## src/rtl/spi_command_sequencer.sv

```systemverilog
// SPI command front-end: decodes the frame command byte, assembles motion
// segment records and commits whole records to the segment FIFO.
module spi_command_sequencer #(
  parameter int unsigned RecordWords = 4,
  parameter int unsigned CountWidth  = 8
) (
  input  logic                  clk,
  input  logic                  rst,
  input  logic                  spi_cs,
  input  logic [7:0]            rx_data,
  input  logic                  rx_valid,
  output logic [7:0]            tx_data,
  input  logic [7:0]            fifo_free_slots,
  output logic                  fifo_write_en,
  output logic [7:0]            fifo_data,
  output logic [CountWidth-1:0] overrun_count,
  output logic                  busy
);

  // idx addresses the buffer; wr_idx must also reach RecordWords to mark the end of a commit
  localparam int unsigned IdxW   = $clog2(RecordWords);
  localparam int unsigned WrW    = $clog2(RecordWords + 1);
  localparam logic [IdxW-1:0] LastIdx = IdxW'(RecordWords - 1);
  localparam logic [WrW-1:0]  RecLen  = WrW'(RecordWords);
  localparam logic [7:0] CmdStatus = 8'd1;
  localparam logic [7:0] CmdWrite  = 8'd2;

  typedef enum logic [1:0] {
    S_IDLE,
    S_STAT,
    S_COLLECT,
    S_COMMIT
  } state_t;

  state_t          state;
  logic [7:0]      rec_buf [RecordWords];
  logic [IdxW-1:0] idx;
  logic [WrW-1:0]  wr_idx;
  logic            cs_pend;
  logic            st_overrun;
  logic            st_fragment;
  logic            st_proto;

  // Command decode, record assembly, commit sequencing and status reply
  always_ff @(posedge clk or posedge rst) begin
    if (rst) begin
      state         <= S_IDLE;
      idx           <= '0;
      wr_idx        <= '0;
      cs_pend       <= 1'b0;
      st_overrun    <= 1'b0;
      st_fragment   <= 1'b0;
      st_proto      <= 1'b0;
      tx_data       <= 8'h00;
      fifo_write_en <= 1'b0;
      fifo_data     <= 8'h00;
      overrun_count <= '0;
      busy          <= 1'b0;
      for (int i = 0; i < int'(RecordWords); i++) rec_buf[i] <= 8'h00;
    end else begin
      fifo_write_en <= 1'b0;
      case (state)
        S_IDLE: begin
          tx_data <= fifo_free_slots;
          idx     <= '0;
          if (!spi_cs && rx_valid) begin
            if (rx_data == CmdWrite) begin
              state <= S_COLLECT;
              busy  <= 1'b1;
            end else if (rx_data == CmdStatus) begin
              state <= S_STAT;
            end
          end
        end

        S_STAT: begin
          tx_data <= {st_overrun, st_fragment, st_proto, 5'b0};
          if (spi_cs) begin
            state <= S_IDLE;
          end else if (rx_valid) begin
            // status word has been shifted out during this byte
            st_overrun  <= 1'b0;
            st_fragment <= 1'b0;
            st_proto    <= 1'b0;
            state       <= S_IDLE;
          end
        end

        S_COLLECT: begin
          tx_data <= 8'h00;
          // a byte arriving with cs rising in the same cycle still belongs to the frame
          if (rx_valid) begin
            rec_buf[idx] <= rx_data;
            if (idx == LastIdx) begin
              idx <= '0;
              if (fifo_free_slots != 8'h00) begin
                state         <= S_COMMIT;
                fifo_write_en <= 1'b1;
                fifo_data     <= rec_buf[0];
                wr_idx        <= WrW'(1);
                cs_pend       <= spi_cs;
              end else begin
                st_overrun <= 1'b1;
                if (overrun_count != '1) overrun_count <= overrun_count + CountWidth'(1);
                if (spi_cs) begin
                  state <= S_IDLE;
                  busy  <= 1'b0;
                end
              end
            end else if (spi_cs) begin
              st_fragment <= 1'b1;
              idx         <= '0;
              state       <= S_IDLE;
              busy        <= 1'b0;
            end else begin
              idx <= idx + IdxW'(1);
            end
          end else if (spi_cs) begin
            if (idx != '0) st_fragment <= 1'b1;
            idx   <= '0;
            state <= S_IDLE;
            busy  <= 1'b0;
          end
        end

        S_COMMIT: begin
          tx_data <= 8'h00;
          if (rx_valid && !spi_cs) st_proto <= 1'b1;
          if (wr_idx == RecLen) begin
            idx <= '0;
            if (cs_pend || spi_cs) begin
              state <= S_IDLE;
              busy  <= 1'b0;
            end else begin
              state <= S_COLLECT;
            end
          end else begin
            fifo_write_en <= 1'b1;
            fifo_data     <= rec_buf[wr_idx[IdxW-1:0]];
            wr_idx        <= wr_idx + WrW'(1);
            cs_pend       <= cs_pend | spi_cs;
          end
        end

        default: begin
          state <= S_IDLE;
          busy  <= 1'b0;
        end
      endcase
    end
  end

endmodule

```

## config.mk

```make
export PLATFORM = sky130hd
export DESIGN_NAME = spi_command_sequencer
export DESIGN_NICKNAME = d
export VERILOG_FILES = /design/src/rtl/spi_command_sequencer.sv
export SDC_FILE = /design/constraint.sdc
export NUM_CORES = 1
export LEC_CHECK = 0
export ABC_AREA = 0
export CAP_MARGIN = 20
export CORE_ASPECT_RATIO = 1.25
export CORE_MARGIN = 1.5
export CORE_UTILIZATION = 50
export CTS_CLUSTER_SIZE = 8
export DETAILED_ROUTE_END_ITERATION = 7
export PLACE_DENSITY = 0.82
export SKIP_CTS_REPAIR_TIMING = 1
export SLEW_MARGIN = 20
export SYNTH_ARGS = -nofsm -noshare
export SYNTH_HDL_FRONTEND = slang
export SYNTH_SLANG_ARGS = --single-unit
```

## constraint.sdc

```tcl
create_clock -name clk -period 4.1 [get_ports clk]
set_input_delay 0.82 -clock clk [delete_from_list [all_inputs] [get_ports clk]]
set_output_delay 0.82 -clock clk [all_outputs]
set_load 0.005 [all_outputs]
```

Yosys cells after proc, flatten, opt, wreduce, memory -nomap -nowiden
Index checks and enable logic that the tools add are counted.

$add $sub $neg: 3. $mul: 0. Div/mod/pow operators: 0. Magnitude comparators: 3. Equal/unequal tests: 27. Shifts and indexed selects: 0. Multiplexer cells: 68. Bitwise logic cells: 4. Reduce and logical (&&, ||, !) cells: 21.

Operator list (number): 8-bit two-way mux (7); 32-bit bitwise mux (1); 2-bit two-way mux (16); 1-bit two-way mux (27); 2-bit != test, second input constant (12); 8-bit one-hot mux with 3 select lines (1); 3-bit != test, second input constant (6); 8-bit binary-select mux with 2-bit select (1); 8-bit demux with 2-bit select (1); 8-bit one-hot mux with 2 select lines (1); 3-bit two-way mux (4); 6-bit AND reduction (2); 1-bit one-hot mux with 2 select lines (5); 5-bit AND reduction (2); 8-bit by 1-bit adder with 8-bit output, second input constant (1); 8-bit by 1-bit == test with 1-bit output, second input constant (1); 8-bit by 2-bit == test with 1-bit output, second input constant (1); 8-bit != test, second input constant (1); 2-bit one-hot mux with 4 select lines (1); 4-bit AND reduction (2); 2-bit nonzero test (4); 8-bit nonzero test (1); 7-bit AND reduction (1); 2-bit == test, second input constant (3); 21 further kinds (24).

Register bits after elaboration: 69. Bits in latches: 0. RAM bits: 0. ROM bits: 0. Input bits: 20. Output and inout port bits: 26. Word-level logic and storage cells: 142. Memories: 0.

Depth between registers and ports, before layout
Word-level depth: 6. Mapped depth: 8. Depth with buffers taken out: 6.

Least setup slack after synthesis
No wires, ideal clock.

Path type: input-to-reg. Start point: input port fifo_free_slots[3]. End point: register fifo_data[1]. Setup time: 0.125 ns. Arrival: 1.936 ns. Data required time: 3.975 ns. Slack: 2.039 ns. Cell stages on the path: 5. Buffers on the path: 1. Path through: nor4_4 > nand3_2 > and2_4 > buf_6 > mux2_4.

Word-level cells in the longest chain between the ends: 3.

Ends and longest elaborated chain: start: declaration (RTL line 13) `input logic [7:0] fifo_free_slots,`; 8-bit nonzero test (RTL line 96) `if (fifo_free_slots != 8'h00) begin`; 2-bit != test (no line); 5-bit AND reduction (no line); end signal: assignment (RTL line 99) `fifo_data <= rec_buf[0];`; end signal: assignment (RTL line 139) `fifo_data <= rec_buf[wr_idx[IdxW-1:0]];`; end: declaration (RTL line 15) `output logic [7:0] fifo_data,`.

Every way passes these cells. A chain may end at the register's enable or synchronous reset.

Worst setup path in the final report
Start point: input port rx_valid. End point: register fifo_data[6].

Word-level cells in the longest chain between the ends: 2.

Ends and longest elaborated chain: start: declaration (RTL line 11) `input logic rx_valid,`; 2-bit != test (no line); 5-bit AND reduction (no line).

Every way passes these cells.

==> flow_summary_export.csv <==
group,metric,value,unit
status,status,"complete, no violations",
clock_tree,cts_root_buffer,"clkbuf_8",
detailed_routing,drc,0,
finish,regArea,0.00173,mm^2
detailed_routing,via_per_inst,5.47,
critical_path,path_max_fanout,12,
sta,worst_pin_slew,0.865,ns
clock_tree,insertion_delay,0.35,ns
critical_path,critPathKind,"in2reg",
detailed_routing,drt_iter0_markers,111,
power_and_ir_drop,power_density,589,mW/mm^2
detailed_routing,vias,2291,
floorplanning,dieHeight,94.2,um
finish,final_util,62.1,%
yosys,yosysUniqueCellTypes,50,
yosys,yosysMostFrequentCell,"dfrtp_1",
yosys,yosys-top-cells-area,"dfrtp_1, mux2_2, nand2_1, ha_1, mux2_4",
sta,rsz0062_at_grt,"no",
sta,period_share,66.8,%
sta,max_freq,365,MHz
sta,finalSetupViolCount,0,
yosys,synth-seq-cells,69,
finish,postLayoutCellArea,0.00403,mm^2
clock_tree,cts_tree,"done",
yosys,synth_top_area_share,51.9,%
critical_path,cp.arrival,2.97,ns
finish,diodes,0,
sta,finalCriticalPeriod,2.74,ns
finish,multiInputGateArea,0.00149,mm^2
clock_tree,cts_buffers,9,
sta,setup_tns,0,ns
clock_tree,cts.sink_count,69,
global_route,grt_pass1_vias,2273,
critical_path,crit_path_start_kind,"input port",
power_and_ir_drop,vdd_drop_max,0.000257,V
detailed_routing,routed_wl,6.76,mm
critical_path,critPathRequiredTime,4.33,ns
sta,max-slew-margin-rel,42.1,%
yosys,ys_async_sr_fraction,100,%
global_route,grtUsageTotal,20.4,%
floorplanning,fp.dieW,75.9,um
floorplanning,die-area,0.00715,mm^2
clock_tree,cts_htree_levels,3,
finish,drive_gt1_share,22.3,%
clock_tree,clkSlewWorstSetupHoldPaths,0.08,ns
yosys,synth_top_area_cell,"dfrtp_1",
power_and_ir_drop,leakage,1.83,nW
finish,fin_nets,354,
yosys,yosys_warnings,0,
detailed_routing,firstDrtPassIters,4,
placement,dpl.hpwl,4.54,mm
placement,port_buffers,45,
floorplanning,io_pins,46,
yosys,netlist_top_cells_count,"dfrtp_1, mux2_2, nand2_1",
sta,skew,0.00819,ns
yosys,synth_ff_type,"dfrtp_1",
yosys,yosysSeqAreaShare,51.9,%
floorplanning,rows,33,
global_route,grt_max_degree,70,
hold_path,hp-class,"reg2reg",
floorplanning,fp.coreArea,0.00648,mm^2
clock_tree,cts_buffer_depth,2,
placement,placed_cell_area,0.00382,mm^2
global_route,antenna_found_initial,0,
yosys,syn_nets,309,
global_route,grt_overflow,0,
critical_path,end_kind,"register",
placement,place_congestion,0.833,
finish,area_delta_synth_final,21.1,%
floorplanning,start_util,51.3,%
detailed_routing,drt-wirelength-per-cell,16.1,um
yosys,netlist_area,0.00332,mm^2
yosys,syn_area_per_cell,11.8,um^2
yosys,syn_inst,282,
detailed_routing,ant_nets,0,
sta,hold_viol_final,0,
global_route,grt_pass1_wl,11.1,mm
yosys,synth_edf_count,0,
sta,drv_slew,0,
job,cap_violations,0,
finish,nFillCells,520,
critical_path,r2r_slack,1.60,ns
-- power breakdown --
part           total (mW)  switching [mW]  internal, mW
combinational       0.736           0.288         0.448
sequential           1.06           0.179         0.884
clock               0.571           0.257         0.314
total                2.37           0.724          1.65
-- worst paths after layout --
check                      cells after the start  startpoint            to
max                                            5    rx_valid  fifo_data[6]
max in group asynchronous                      3         rst      state[1]
max reg2reg                                    4    state[1]  fifo_data[6]
min in group asynchronous                      3         rst      st_proto
min                                            2  rec_buf[2]    rec_buf[2]
min reg2reg                                    2  rec_buf[2]    rec_buf[2]
-- state kept, by name, summed over array words and instances, names as in the netlist, 2 cells and up --
name / count
fifo_data: 8
rec_buf: 32
overrun_count: 8
wr_idx: 3
idx: 2
state: 2
tx_data: 8
-- routing by layer --
metal  vias up  wire length [um]  share of wire, %  track usage (%)
met4         0               122               1.8             7.72
met1      1132              2950                44             24.9
met5         -                 0                 0                0
li1       1080                 -                 -                -
met3        10               333               4.9             5.24
met2        69              3360                50             35.1
-- stage by stage --
step                      hold slack, ns  total power, mW  setup WS [ns]  std cells
after floorplan                    0.440             1.52           1.54        282
after global placement             0.464             1.77           1.15        403
after detailed placement           0.460             1.80           1.05        403
after CTS                          0.476             2.38           1.40        419
after global routing               0.507             2.51           1.21        419
final                              0.478             2.37           1.36        419
-- kinds of logic (layout without fill, tap and decap cells) --
family          after synthesis  in the layout  share of synthesized area (%)
fa+ha+maj                     7              7                           2.63
buf+inv                      21             71                           3.27
compound gates               37             37                           7.72
simple gates                 91             91                           15.4
xor+xnor                      8              8                           2.11
flops                        69             69                           51.9
mux                          49             49                           16.9
-- layout by cell type (no fill, tap or decap), types with 7 or more instances in the layout --
| cell | n |
|---|---|
| nor2_1 | 11 |
| ha_1 | 7 |
| a22oi_1 | 7 |
| mux2i_1 | 7 |
| clkbuf_8 | 11 |
| mux2_2 | 37 |
| o21ai_0 | 9 |
| clkdlybuf4s50_1 | 45 |
| xor2_1 | 8 |
| dfrtp_1 | 69 |
| nand2_1 | 37 |
| inv_1 | 8 |
-- worst max-delay path, cell delays in order --
cell             delay (ns)
clkdlybuf4s50_1        0.64
nand4b_1               0.46
o21ai_1                0.35
and2_4                 0.33
mux2_2                 0.36
-- layout make-up --
cell class,count,area share (%)
Tap cell,87,2.70
Clock inverter,5,1.46
Inverter,9,0.839
Timing Repair Buffer,46,11.4
Clock buffer,11,3.76
Multi-Input combinational cell,192,37.0
Sequential cell,69,42.9
No activity file was read; power rests on OpenSTA's default activity.
